## config.mk

```make
export PLATFORM = sky130hd
export DESIGN_NAME = sc_level_counter
export DESIGN_NICKNAME = d
export VERILOG_FILES = /design/src/rtl/sc_level_counter.sv
export SDC_FILE = /design/constraint.sdc
export NUM_CORES = 1
export LEC_CHECK = 0
export CAP_MARGIN = 20
export CORE_UTILIZATION = 49
export DETAILED_ROUTE_END_ITERATION = 10
export GPL_ROUTABILITY_DRIVEN = 0
export PLACE_DENSITY_LB_ADDON = 0.3
export SLEW_MARGIN = 0
export SYNTH_ARGS = -nofsm -noshare
export SYNTH_HDL_FRONTEND = slang
export SYNTH_SLANG_ARGS = --single-unit
```

## constraint.sdc

```tcl
create_clock -name SC_LEVELCOUNTER_CLOCK_50 -period 2.1 [get_ports SC_LEVELCOUNTER_CLOCK_50]
set_input_delay 0.42 -clock SC_LEVELCOUNTER_CLOCK_50 [delete_from_list [all_inputs] [get_ports SC_LEVELCOUNTER_CLOCK_50]]
set_output_delay 0.42 -clock SC_LEVELCOUNTER_CLOCK_50 [all_outputs]
set_load 0.03 [all_outputs]
```

## src/rtl/sc_level_counter.sv

```systemverilog
// sc_level_counter: bounded up/down level counter with edge-triggered
// step requests, parallel load and a saturate or wrap policy at the bounds.
// All outputs come straight from flops.
// Optional feature: define SC_LEVELCOUNTER_CLEAR_EN to add a synchronous
// clear input that takes priority over load.
module sc_level_counter #(
   parameter int WIDTH     = 4,
   parameter int MAX_VALUE = 9,
   parameter int WRAP_MODE = 0
) (
   input  logic             SC_LEVELCOUNTER_CLOCK_50,
   input  logic             SC_LEVELCOUNTER_RESET_InLow,
`ifdef SC_LEVELCOUNTER_CLEAR_EN
   input  logic             SC_LEVELCOUNTER_clear_InHigh,
`endif
   input  logic             SC_LEVELCOUNTER_up_InHigh,
   input  logic             SC_LEVELCOUNTER_down_InHigh,
   input  logic             SC_LEVELCOUNTER_load_InHigh,
   input  logic [WIDTH-1:0] SC_LEVELCOUNTER_data_InBus,
   output logic [WIDTH-1:0] SC_LEVELCOUNTER_count_OutBus,
   output logic             SC_LEVELCOUNTER_max_OutHigh,
   output logic             SC_LEVELCOUNTER_zero_OutHigh,
   output logic             SC_LEVELCOUNTER_wrap_OutHigh,
   output logic             SC_LEVELCOUNTER_changed_OutHigh
);

   localparam logic [WIDTH-1:0] MAX_C  = WIDTH'(MAX_VALUE);
   localparam logic [WIDTH-1:0] ZERO_C = '0;
   localparam logic [WIDTH-1:0] ONE_C  = WIDTH'(1);
   localparam bit               WRAP_C = (WRAP_MODE != 0);

   logic [WIDTH-1:0] count_q;
   logic [WIDTH-1:0] count_nxt;
   logic             wrap_nxt;
   logic             up_prev;
   logic             down_prev;
   logic             up_evt;
   logic             down_evt;
   logic             clear;

`ifdef SC_LEVELCOUNTER_CLEAR_EN
   assign clear = SC_LEVELCOUNTER_clear_InHigh;
`else
   assign clear = 1'b0;
`endif

   // A request counts once, on the cycle it rises.
   assign up_evt   = SC_LEVELCOUNTER_up_InHigh   & ~up_prev;
   assign down_evt = SC_LEVELCOUNTER_down_InHigh & ~down_prev;

   // Next count and wrap flag, resolved in priority order.
   always_comb begin
      // NOTE: every output of this block gets a default first, so no path leaves a latch behind.
      count_nxt = count_q;
      wrap_nxt  = 1'b0;
      if (clear) begin
         count_nxt = ZERO_C;
      end else if (SC_LEVELCOUNTER_load_InHigh) begin
         count_nxt = (SC_LEVELCOUNTER_data_InBus > MAX_C) ? MAX_C
                                                          : SC_LEVELCOUNTER_data_InBus;
      end else if (up_evt && down_evt) begin
         count_nxt = count_q;
      end else if (up_evt) begin
         if (count_q < MAX_C) begin
            count_nxt = count_q + ONE_C;
         end else if (WRAP_C) begin
            count_nxt = ZERO_C;
            wrap_nxt  = 1'b1;
         end
      end else if (down_evt) begin
         if (count_q > ZERO_C) begin
            count_nxt = count_q - ONE_C;
         end else if (WRAP_C) begin
            count_nxt = MAX_C;
            wrap_nxt  = 1'b1;
         end
      end
   end

   // Count, flags, pulses and edge history; flags are derived from the next
   // count so they stay coherent with the registered count.
   always_ff @(posedge SC_LEVELCOUNTER_CLOCK_50 or negedge SC_LEVELCOUNTER_RESET_InLow) begin
      if (!SC_LEVELCOUNTER_RESET_InLow) begin
         count_q                         <= '0;
         up_prev                         <= 1'b0;
         down_prev                       <= 1'b0;
         SC_LEVELCOUNTER_max_OutHigh     <= 1'b0;
         SC_LEVELCOUNTER_zero_OutHigh    <= 1'b1;
         SC_LEVELCOUNTER_wrap_OutHigh    <= 1'b0;
         SC_LEVELCOUNTER_changed_OutHigh <= 1'b0;
      end else begin
         // NOTE: non-blocking assignments so every flop samples pre-edge values.
         count_q                         <= count_nxt;
         up_prev                         <= SC_LEVELCOUNTER_up_InHigh;
         down_prev                       <= SC_LEVELCOUNTER_down_InHigh;
         SC_LEVELCOUNTER_max_OutHigh     <= (count_nxt == MAX_C);
         SC_LEVELCOUNTER_zero_OutHigh    <= (count_nxt == ZERO_C);
         SC_LEVELCOUNTER_wrap_OutHigh    <= wrap_nxt;
         SC_LEVELCOUNTER_changed_OutHigh <= (count_nxt != count_q);
      end
   end

   assign SC_LEVELCOUNTER_count_OutBus = count_q;

endmodule

```

Word-level counts from Yosys, hierarchy flattened
Index checks and enable logic that the tools add are counted.
W data, S select, Z words.
{ "op_classes": {"n_eq_ne": 2, "mux": 7, "reduce_logical": 2, "n_addsub": 2, "bitwise": 4, "order_cmp": 3} }
{ "ops": {"columns": ["cell", "n"], "rows": [
  ["$mux W4", 7],
  ["$add A4 B1 Y4 const B", 1],
  ["$eq A4 B4 Y1 const B", 1],
  ["$gt A4 B1 Y1 const B", 1],
  ["$gt A4 B4 Y1 const B", 1],
  ["$logic_not A4 Y1", 1],
  ["$lt A4 B4 Y1 const B", 1],
  ["$ne A4 B4 Y1", 1],
  ["$sub A4 B1 Y4 const B", 1],
  ["$and A1 B1 Y1", 2],
  ["$not A1 Y1", 2],
  ["$logic_and A1 B1 Y1", 1]
]} }
{ "totals": {"reg_bits": 9, "word_cells": 26, "input_bits": 9, "out_inout_bits": 8} }

Depth between registers and ports, before layout
{ "depth": {"depth_word": 7, "mapped_depth": 8} }

Worst setup path before layout
OpenSTA, ideal clock, no wires.
{ "synth_path": {"path_kind": "flip-flop to flip-flop", "startpoint": "reg count_q[1] (netlist: SC_LEVELCOUNTER_count_OutBus[1])", "endpoint": "reg SC_LEVELCOUNTER_max_OutHigh", "setup_slack_ns": 0.012, "setup_ns": 0.132, "required_ns": 1.968, "path_stages_with_launch": 9, "arrival_ns": 1.956, "synth_period_minus_slack_ns": 2.088, "path_cell_list": "dfrtp_1 > clkbuf_4 > inv_2 > ha_1 > nand2b_2 > o211a_1 > or4_4 > nand2_1 > nor4b_2"} }
{ "synth_between": {"elab_chain_cells": 7} }
{ "synth_rtl": {"columns": ["element", "line_no", "text"], "rows": [
  ["from (decl)", "32", "logic [WIDTH-1:0] count_q;"],
  ["from (signal assigned)", "93", "count_q <= count_nxt;"],
  ["$sub A4 B1 Y4 or $gt A4 B1 Y1 (tied branches)", "72, 71", null],
  ["$mux W4", "71", "if (count_q > ZERO_C) begin"],
  ["$mux W4", "70", "end else if (down_evt) begin"],
  ["$mux W4", "63", "end else if (up_evt) begin"],
  ["$mux W4 (*)", "61", "end else if (up_evt && down_evt) begin"],
  ["$mux W4 (*)", "58", "end else if (SC_LEVELCOUNTER_load_InHigh) begin"],
  ["$eq A4 B4 Y1 (*)", "96", "SC_LEVELCOUNTER_max_OutHigh <= (count_nxt == MAX_C);"],
  ["to (signal assigned)", "96", null],
  ["to (decl)", "21", "output logic SC_LEVELCOUNTER_max_OutHigh,"]
]} }
Every way passes the cells marked *; elsewhere a longest branch is shown, timed or not.

Final worst setup path
{ "layout_path": {"startpoint": "reg count_q[0] (netlist: SC_LEVELCOUNTER_count_OutBus[0])", "endpoint": "reg SC_LEVELCOUNTER_max_OutHigh"} }
The elaborated chain is that of the path after synthesis.

==> results.yml <==
power:
  clockPowerShare_pct: 19.9
  finalPower_mw: 0.681
  powerDensity_nw_per_um2: 682
  power.leakage_nw: 0.435
  comb_power_share_pct: 48.5
  ir_drop_mv: 0.458
  sw_frac_of_total_pct: 38.1
  p_switching_mw: 0.260
  power.internal_mw: 0.421
  seq_power_share_pct: 31.7
logic_synthesis:
  synthesis.area_sq_um: 805
  synth-xor-area-share_pct: 2.18
  yosys_warnings: 0
  yosys.area_share.simple_pct: 32.2
  ys_seq_area_share_pct: 28.1
  ys_async_sr_fraction_pct: 100
  synth_seq_cells: 9
  synth_top_family_by_area: "simple AND/OR/NAND/NOR gates"
  synth_edf_count: 0
  synth_cells: 85
  synth_fa_ha_area_share_pct: 3.11
  synth.area.mux_share_pct: 2.49
  synth_compound_area_share_pct: 19.4
  syn_avg_cell_area_sq_um: 9.46
  synth_fp_nets: 96
  ys_types: 48
  synthFlopType: "dfrtp_1"
global_routing:
  top_usage_layer: "met2"
  grt_max_degree: 10
  grt_first_pass_wirelength_um: 2860
  grt_use_total_pct: 21.2
  use_met3_pct: 4.31
  grt_overflow_total: 0
  antenna_found_initial: 0
  grt_use_met2_pct: 32.6
  met1_usage_pct: 28.7
  grt_pass1_vias: 655
timing:
  finalHoldViolations: 0
  finalCritPeriodShare_pct: 92.0
  rsz0062_at_grt: "no"
  setup-violations-final: 0
  hold_slack_ps: 449
  timing.final.ws_setup_ps: 168
  fin_skew_ps: 3.05
  period_minus_slack_ps: 1930
  final-max-slew-violation-count: 0
  max_freq_mhz: 518
routing:
  vias_per_cell: 5.75
  ant_nets: 0
  totalWireLength_um: 1750
  wl_per_cell_um: 14.3
  drt_iter0_markers: 12
  dr.pass1.iters: 4
  drc: 0
  num_vias: 707
floorplanning:
  ios: 17
  num_rows: 14
  start_util_pct: 52.8
  die_h_um: 42.5
  core_area_sq_um: 1520
  dieArea_sq_um: 1810
  die_w_um: 42.5
worst_setup_path:
  required_ps: 2270
  cp_max_fo: 5
  max_stage_delay_ps: 370
  arrival_ps: 2100
  crit_slowest_cell: "dfrtp_1"
  cp_cell_sequence: "inv_1 > ha_1 > nand2b_2 > o211a_1 > o21a_1 > o31a_2 > nor4b_2"
  cp-start-kind: "flop"
  critPathKind: "reg2reg"
  cp-end-kind: "flop"
placed_design:
  io_buffers: 15
  dpl_worst_slack_ps: -73.8
  dp_cells: 119
  dp_hpwl_um: 1370
final_layout:
  diodes: 0
  fin_util_pct: 65.5
  drive_gt1_share_pct: 27.1
  syn2layout_area_growth_pct: 24.1
  final_cell_mix: "15 x clkdlybuf4s50_1, 10 x buf_4, 8 x dfrtp_1"
  nets: 119
  final_cells: 123
  layout_commonest_cell: "clkdlybuf4s50_1"
clock_network:
  clkSlewWorstSetupHoldPaths_ps: 60
  cts_buffer_depth: 2
  clock_latency_ps: 260
  root_buffer: "clkbuf_4"
  cts_setup_buffers: 0
  cts_hold_buf: 0
  cts_made_buffers: 3
  cts_tree: "done"
  htree_levels: 1
  ctsResizeCount: 0
  clock-sinks: 9
outcome:
  status: "finished clean"
worst_hold_path:
  hold_class: "in2async"
run:
  cap_violations: 0
## stage by stage
step	setup TNS (ps)	cell area, sq um
finish	0	998
global route	0	998
CTS	0	998
detailed placement	-123	972
global placement	-53.1	972
floorplan	0	805
## sequential cells by signal, indices dropped and copies added, names as in the netlist
name / count
SC_LEVELCOUNTER_count_OutBus: 4
SC_LEVELCOUNTER_changed_OutHigh: 1
SC_LEVELCOUNTER_max_OutHigh: 1
SC_LEVELCOUNTER_zero_OutHigh: 1
down_prev: 1
up_prev: 1
## cell usage after synthesis, types with 2 or more instances
| cell | instances | area [sq um] |
|---|---|---|
| a21oi_1 | 5 | 25.0 |
| buf_6 | 3 | 33.8 |
| dfrtp_1 | 8 | 200 |
| ha_1 | 2 | 25.0 |
| inv_1 | 3 | 11.3 |
| inv_2 | 2 | 7.51 |
| mux2i_1 | 2 | 20.0 |
| nand2_1 | 3 | 11.3 |
| nand2b_1 | 3 | 18.8 |
| nand3_1 | 2 | 10.0 |
| nand4_1 | 2 | 12.5 |
| nor2_1 | 7 | 26.3 |
| nor2b_4 | 2 | 27.5 |
| nor3_1 | 5 | 25.0 |
| o21ai_0 | 3 | 15.0 |
## final timing paths
kind	endpoint	slack [ps]	depth (start not counted)	startpoint
worst max register to register	SC_LEVELCOUNTER_max_OutHigh$_DFF_PN0_	170	7	SC_LEVELCOUNTER_count_OutBus[0]$_DFF_PN0_
worst min-delay path	SC_LEVELCOUNTER_count_OutBus[0]$_DFF_PN0_	450	1	SC_LEVELCOUNTER_RESET_InLow
max in group asynchronous	SC_LEVELCOUNTER_zero_OutHigh$_DFF_PN1_	1330	1	SC_LEVELCOUNTER_RESET_InLow
worst max-delay path	SC_LEVELCOUNTER_max_OutHigh$_DFF_PN0_	170	7	SC_LEVELCOUNTER_count_OutBus[0]$_DFF_PN0_
worst min register to register	SC_LEVELCOUNTER_changed_OutHigh$_DFF_PN0_	840	3	SC_LEVELCOUNTER_count_OutBus[2]$_DFF_PN0_
min in group SC_LEVELCOUNTER_CLOCK_50	up_prev$_DFF_PN0_	640	1	SC_LEVELCOUNTER_up_InHigh
## cell families after synthesis
logic type	after synthesis
mux	2
compound gates	21
xor+xnor	2
simple gates	36
other cells	1
flops	9
buf+inv	12
fa+ha+maj	2
## worst max-delay path, delay by kind of cell (launching register included)
kind            cells  cell delay, ps
flops               1             370
fa+ha+maj           1             270
buf+inv             1             110
compound gates      3             770
simple gates        2             320
## cell type report
type,instances,area [sq um]
fill,122,526
multi-input combinational,64,482
sequential,9,226
timing repair buffer,25,225
clock buffer,4,26.3
tap,16,20.0
inverter,5,18.8
## per-layer routing
metal  share of wire [%]  vias to the layer above
li1                    -                      356
met1                  47                      314
met2                  44                       33
met3                 6.4                        4
met4                 1.8                        0
met5                   0                        -
## power by group through the flow
| stage | Sequential [mW] | Combinational (mW) | Clock, mW |
|---|---|---|---|
| finish | 0.216 | 0.330 | 0.135 |
| floorplan | 0.257 | 0.188 | 0 |
| global placement | 0.219 | 0.324 | 0 |
| detailed placement | 0.218 | 0.327 | 0 |
| global route | 0.218 | 0.355 | 0.148 |
| CTS | 0.215 | 0.329 | 0.139 |
Note: power is estimated with default switching activity, not from simulation.
